[config.mk]
export PLATFORM = sky130hd
export DESIGN_NAME = wf68k00_bus_arbiter
export DESIGN_NICKNAME = d
export VERILOG_FILES = /design/src/rtl/wf68k00_bus_arbiter.sv
export SDC_FILE = /design/constraint.sdc
export NUM_CORES = 1
export LEC_CHECK = 0
export CAP_MARGIN = 40
export CORE_UTILIZATION = 33
export CTS_BUF_LIST = sky130_fd_sc_hd__clkbuf_8
export DETAILED_ROUTE_END_ITERATION = 8
export GPL_ROUTABILITY_DRIVEN = 0
export HOLD_SLACK_MARGIN = 0.08
export PLACE_DENSITY_LB_ADDON = 0.05
export RECOVER_POWER = 25
export SKIP_LAST_GASP = 1
export SYNTH_ARGS = -nofsm -noshare
export SYNTH_HDL_FRONTEND = slang
export SYNTH_SLANG_ARGS = --single-unit
[constraint.sdc]
create_clock -name clk_i -period 1.91 [get_ports clk_i]
set_clock_uncertainty 0.15 [all_clocks]
set_input_delay 0.4775 -clock clk_i [delete_from_list [all_inputs] [get_ports clk_i]]
set_output_delay 0.4775 -clock clk_i [all_outputs]
set_load 0.01 [all_outputs]
[src/rtl/wf68k00_bus_arbiter.sv]
// wf68k00_bus_arbiter: shares the WF68K00 external bus between the CPU and N_REQ alternate
// masters. Runs the BRn/BGn/BGACKn handshake toward the CPU and grants one requester at a
// time in round-robin order. All outputs are registered.
module wf68k00_bus_arbiter #(
   parameter int unsigned N_REQ    = 4,
   parameter int unsigned MAX_HOLD = 64
) (
   input  logic                       clk_i,
   input  logic                       rst_i,
   input  logic [N_REQ-1:0]           req_i,
   output logic [N_REQ-1:0]           gnt_o,
   output logic [$clog2(N_REQ)-1:0]   owner_o,
   output logic                       busy_o,
   output logic                       preempt_o,
   output logic                       br_n_o,
   input  logic                       bg_n_i,
   output logic                       bgack_n_o,
   input  logic                       as_n_i,
   input  logic                       dtack_n_i
);

   localparam int unsigned OwnerW = $clog2(N_REQ);
   localparam int unsigned HcW    = $clog2(MAX_HOLD);
   localparam logic [HcW-1:0] HcMax = HcW'(MAX_HOLD - 1);

   typedef enum logic [2:0] {StIdle, StReq, StWait, StOwn, StRel} state_e;

   state_e              state_q, state_d;
   logic                br_n_q, br_n_d;
   logic                bgack_n_q, bgack_n_d;
   logic [N_REQ-1:0]    gnt_q, gnt_d;
   logic [OwnerW-1:0]   owner_q, owner_d;
   logic                busy_q, busy_d;
   logic                preempt_q, preempt_d;
   logic [OwnerW-1:0]   rr_q, rr_d;
   logic [HcW-1:0]      hc_q, hc_d;

   logic [2*N_REQ-1:0]  req_dbl;
   logic [N_REQ-1:0]    req_rot;
   logic [OwnerW:0]     win_sum;
   logic [OwnerW-1:0]   win_idx;
   logic                bus_free;
   logic                owner_req;
   logic                others_req;

   // Round-robin winner: rotate requests so bit 0 is the RR slot, take the lowest set bit.
   always_comb begin
      req_dbl = {req_i, req_i};
      req_rot = req_dbl[N_REQ-1:0];
      req_rot = N_REQ'(req_dbl >> rr_q);
      win_sum = '0;
      win_idx = '0;
      for (int i = N_REQ - 1; i >= 0; i--) begin
         if (req_rot[i]) begin
            win_sum = {1'b0, rr_q} + (OwnerW+1)'(i);
         end
      end
      if (win_sum >= (OwnerW+1)'(N_REQ)) begin
         win_sum = win_sum - (OwnerW+1)'(N_REQ);
      end
      win_idx = win_sum[OwnerW-1:0];
   end

   // Bus-ownership qualifiers; gnt_q is one-hot on the owner while in StOwn.
   always_comb begin
      bus_free   = as_n_i & dtack_n_i & bgack_n_q;
      owner_req  = |(req_i & gnt_q);
      others_req = |(req_i & ~gnt_q);
   end

   // Next-state and registered-output logic for the arbitration handshake.
   always_comb begin
      state_d   = state_q;
      br_n_d    = br_n_q;
      bgack_n_d = bgack_n_q;
      gnt_d     = gnt_q;
      owner_d   = owner_q;
      busy_d    = busy_q;
      preempt_d = 1'b0;
      rr_d      = rr_q;
      hc_d      = hc_q;
      unique case (state_q)
         StIdle: begin
            if (|req_i) begin
               state_d = StReq;
               br_n_d  = 1'b0;
            end
         end
         StReq: begin
            if (!(|req_i)) begin
               state_d = StIdle;
               br_n_d  = 1'b1;
            end else if (!bg_n_i) begin
               state_d = StWait;
            end
         end
         StWait: begin
            if (!(|req_i)) begin
               state_d = StIdle;
               br_n_d  = 1'b1;
            end else if (bus_free) begin
               state_d   = StOwn;
               gnt_d     = N_REQ'(1) << win_idx;
               owner_d   = win_idx;
               bgack_n_d = 1'b0;
               br_n_d    = 1'b1;
               busy_d    = 1'b1;
               hc_d      = '0;
            end
         end
         StOwn: begin
            if (!owner_req) begin
               // Release beats a coincident preempt.
               state_d   = StRel;
               gnt_d     = '0;
               bgack_n_d = 1'b1;
               busy_d    = 1'b0;
               rr_d      = (owner_q == OwnerW'(N_REQ - 1)) ? '0 : owner_q + 1'b1;
            end else begin
               hc_d      = (hc_q == HcMax) ? hc_q : hc_q + 1'b1;
               preempt_d = (hc_d == HcMax) && others_req;
            end
         end
         StRel: begin
            state_d = StIdle;
         end
         default: begin
            state_d = StIdle;
         end
      endcase
   end

   // State and output registers; reset releases the bus immediately.
   always_ff @(posedge clk_i or posedge rst_i) begin
      if (rst_i) begin
         state_q   <= StIdle;
         br_n_q    <= 1'b1;
         bgack_n_q <= 1'b1;
         gnt_q     <= '0;
         owner_q   <= '0;
         busy_q    <= 1'b0;
         preempt_q <= 1'b0;
         rr_q      <= '0;
         hc_q      <= '0;
      end else begin
         state_q   <= state_d;
         br_n_q    <= br_n_d;
         bgack_n_q <= bgack_n_d;
         gnt_q     <= gnt_d;
         owner_q   <= owner_d;
         busy_q    <= busy_d;
         preempt_q <= preempt_d;
         rr_q      <= rr_d;
         hc_q      <= hc_d;
      end
   end

   assign gnt_o     = gnt_q;
   assign owner_o   = owner_q;
   assign busy_o    = busy_q;
   assign preempt_o = preempt_q;
   assign br_n_o    = br_n_q;
   assign bgack_n_o = bgack_n_q;

endmodule

## Word level (Yosys, flattened, before mapping)

Cells that the tools add are included.

- $add $sub $neg: 6
- $lt $le $gt $ge: 1
- Equality and inequality tests: 14
- Shift operators: 2
- Mux-type cells: 36
- Bitwise operators: 6
- Reductions and logical operators: 13

Operator list:

| kind | number |
|---|---|
| $mux 3 | 10 |
| $mux 6 | 4 |
| $reduce_and 4->1 | 4 |
| $eq 6x6->1 const B | 2 |
| $mux 4 | 3 |
| $ne 2x2->1 const B | 6 |
| $pmux 3 s4 | 1 |
| $pmux 6 s2 | 1 |
| $reduce_or 4->1 | 3 |
| $mux 1 | 11 |
| $and 4x4->4 | 2 |
| $pmux 4 s2 | 1 |
| $shr 8x2->4 | 1 |
| $add 2x2->3 const B | 2 |
| $add 6x1->6 const B | 1 |
| $eq 3x2->1 const B | 2 |
| $ne 3x3->1 const B | 2 |
| $mux 2 | 2 |
| $not 4->4 | 1 |
| $pmux 1 s2 | 2 |
| $shl 1x2->4 const A | 1 |
| $add 2x1->3 const B | 1 |
| $eq 3x1->1 const B | 1 |
| $ge 3x3->1 const B | 1 |
| 12 further kinds | 13 |

- Register bits: 21

## Depth between registers and ports, before layout

- Depth after elaboration: 11
- Mapped depth: 6
- Depth with buffers taken out: 5

## Least setup slack after synthesis

Ideal clock, no wire load.

- Path type: input -> register
- From: input port req_i[3]
- To: register gnt_q[0] (netlist: gnt_o[0])
- Setup time: 122 ps
- Arrival: 1,511 ps
- Required time: 1,638 ps
- Path slack: 127 ps
- Stages on the path: 5
- Path through: buf_6 > a22oi_1 > nand4_1 > nor2b_1 > a32o_1

- Word-level cells in the longest chain between the ends: 11
- Elaborated cells between the ends (all ways): 18

RTL lines:

| element | RTL line | RTL |
|---|---|---|
| start: declaration | 10 | `input logic [N_REQ-1:0] req_i,` |
| $shr 8x2->4 | 50 | `req_rot = N_REQ'(req_dbl >> rr_q);` |
| $mux 3 (4 in series) | 54 | `if (req_rot[i]) begin` |
| $ge 3x3->1 / $sub 2x1->2 (equally long branches) | 58, 59 |  |
| $mux 2 | 58 | `if (win_sum >= (OwnerW+1)'(N_REQ)) begin` |
| $shl 1x2->4 | 103 | `gnt_d = N_REQ'(1) << win_idx;` |
| $mux 4 | 101 | `end else if (bus_free) begin` |
| $mux 4 | 98 | `if (!(\|req_i)) begin` |
| $pmux 4 s2 | 82 | `unique case (state_q)` |
| end signal: assignment | 149 | `gnt_q <= gnt_d;` |
| end: declaration | 31 | `logic [N_REQ-1:0] gnt_q, gnt_d;` |

Several ways; a longest one is shown, not always the timed one. The select of a mux whose other input is x is not followed.
A chain may end at the register's enable or synchronous reset.

## Final worst setup path

- From: register gnt_q[2] (netlist: gnt_o[2])
- To: output port gnt_o[2]

RTL lines:

| element | RTL line | RTL |
|---|---|---|
| end: declaration | 11 | `output logic [N_REQ-1:0] gnt_o,` |

No word-level cell between the ends.

==> results.ini <==
[yosys]
async_flop_share=1.00
synth_top_cell_area_share=0.394
syn_inst=120
synth_top_area_cell=dfrtp_1
synth.distinct_cells=46
syn-num-nets=131
synth-warning-count=0
syn_area_per_cell_um2=10.1
yosysSeqAreaShare=0.438
synth_area_leaders=dfrtp_1 (39%), a21oi_1 (5.0%), dfstp_2 (4.4%)
synth_area_mm2=0.00121
ys_ff_latch=21
synth_edf_count=0
synth-main-ff-cell=dfrtp_1

[pwr]
power.density_mw_per_mm2=1110
power.leakage_nw=0.773
peakVddDrop_uv=596
total_power_mw=1.83

[critical_path]
crit_path_cell_trace=clkdlybuf4s50_1
r2r-start=hc_q[0]
slowest_stage=clkdlybuf4s50_1
worstSetupStartpointType=register
reg2reg_setup_slack_ns=0.12
slowest_delay_ns=0.55
setup.worst_path.end_class=output pin
timing.rr.end=preempt_o
cp_max_fo=4
cp_num_buf_inv=1
reg2reg_depth=5
worst-setup-path-type=reg2out
cp.arrival_ns=1.21
cp.required_ns=1.28
crit_family=buffers and inverters

[floorplan]
ios=19
dieArea_mm2=0.00390
core_area_mm2=0.00342
start_util=0.353
fp.dieW_um=62.5
die_h_um=62.5
fp-row-count=21

[cts]
htree_levels=1
cts_tree=built
root_buffer=clkbuf_8
cts_hold_buf=0
numCtsBuffers=3
cts.clk_slew.worst_paths_ns=0.08
insertion_delay_ns=0.26
cts_buffer_depth=2
clkSinkCount=21

[min_path]
holdCritPathClass=reg2reg
min_path_cells=2
hold_start=bgack_n_o
hold_end=bgack_n_o

[drt]
drt-total-wl_um=2900
drt_iter0_drc=42
viasPerCell=5.41
routedWlPerCell_um=14.1
dr.pass1.iters=4
drc=0
vias=1114
postRouteAntennaNets=0

[sta]
finalSetupViolations=0
fmax_mhz=546
hold_viol_final=0
relSlewSlack=0.646
fin_crit_sh=0.959
rsz0062_at_grt=false
drv_slew=0
hold_slack_ns=0.321
finalCriticalPeriod_ns=1.83
max_slew.worst_pin.slew_ns=0.531

[layout]
fin_nets=172
final.fill_count=330
layout.cells.most_common=buf_4
final_layout_size_suffix_gt1_frac=0.256
antennaDiodeCount=0
layout_common_cells=buf_4 (21), dfrtp_1 (18), a21oi_1 (12)
area_growth_pct=36.8

[global_routing]
grtUsageTotal=0.155
grt_antenna_before_repair=0
grt_overflow_total=0
grt_pass1_vias=1145
grt_pass1_wl_um=4860
grt_start_max_net_pins=22

[status]
outcome=finished clean

[flow_run]
drv_cap=0

[placement]
dp_hpwl_um=2070
io_buffers=18

[flip-flops by register name, summed over array words and instances, names as in the netlist]
name       count
owner_o        2
bgack_n_o      1
preempt_o      1
br_n_o         1
busy_o         1
gnt_o          4
rr_q           2
state_q        3
hc_q           6
[cell families (layout without fill, tap and decap cells)]
kind of cell             count (synthesis)  in the layout  share of synthesized area
AO/OA/AOI/OAI                           39             39                      0.235
XOR/XNOR                                 2              2                     0.0145
adder cells (fa/ha/maj)                  2              2                     0.0207
buffers and inverters                   13             53                     0.0529
flip-flops                              21             21                      0.438
multiplexers                             5              5                     0.0456
AND/OR/NAND/NOR                         38             38                      0.193
[stage by stage]
stage               worst slack, ns  TNS (ns)  utilization  std cells  area, µm²
finish                       0.0774         0        0.483        206       1650
global route                 0.0104         0        0.483        206       1650
CTS                          0.0238         0        0.470        201       1600
detailed placement           -0.385     -6.35        0.453        197       1550
global placement             -0.381     -6.06        0.453        197       1550
floorplan                     0.127         0            -        120       1210
[how the worst max path moves through the flow]
| stage | to | slack, ns | startpoint | cells after the start |
|---|---|---|---|---|
| finish | gnt_o[2] | 0.08 | gnt_o[2] | 1 |
| global route | hc_q[3] | 0.01 | req_i[2] | 6 |
| CTS | gnt_o[1] | 0.02 | gnt_o[1] | 1 |
| detailed placement | br_n_o | -0.39 | req_i[3] | 5 |
| global placement | hc_q[3] | -0.38 | req_i[3] | 6 |
| floorplan | gnt_o[0] | 0.13 | req_i[3] | 5 |
[worst register-to-register path, stage by stage, from the launching register on]
cell and delay (ns):
dfrtp_1 0.43, ha_1 0.23, and3_1 0.24, or2_2 0.29, a21oi_1 0.26, a2111oi_4 0.07
[final cells by class]
type / instances / area, µm² / share of cell area
clock inverter: 1 / 3.75 / 0.00227
tap: 46 / 57.6 / 0.0349
multi-input combinational: 86 / 641 / 0.388
timing repair buffer: 42 / 352 / 0.213
clock buffer: 3 / 41.3 / 0.0250
inverter: 7 / 26.3 / 0.0159
sequential: 21 / 529 / 0.321
[routing by layer]
metal / vias to the layer above / wire, µm / global-route usage
li1: 531 / - / -
met1: 553 / 1350 / 0.194
met2: 26 / 1410 / 0.258
met3: 4 / 95 / 0.0328
met4: 0 / 47 / 0.0610
met5: - / 0 / 0
[report_power, final]
group          switching, mW  internal [mW]
logic                  0.348          0.442
registers              0.156          0.599
clock network          0.144          0.143
total                  0.648           1.18
[synth_stat cells (2+ instances only)]
master,instances
and2_1,2
nand2_1,5
o22ai_1,3
inv_1,7
nor4_4,2
nor2_1,9
a21o_1,2
buf_2,3
dfrtp_1,19
and3_1,3
a22oi_1,2
dfstp_2,2
nor2b_1,2
mux2_2,4
a211oi_1,4
a21oi_1,12
nand4_1,2
a32o_1,3
nand2b_1,3
ha_1,2
nand3_1,4
[repair_timing]
item	in CTS	in global routing
pin swaps	2	1
cloned	0	1
buffers inserted	0	4
resized for setup	10	2
setup endpoints to repair	17	7
Note: power is estimated with default switching activity, not from simulation.
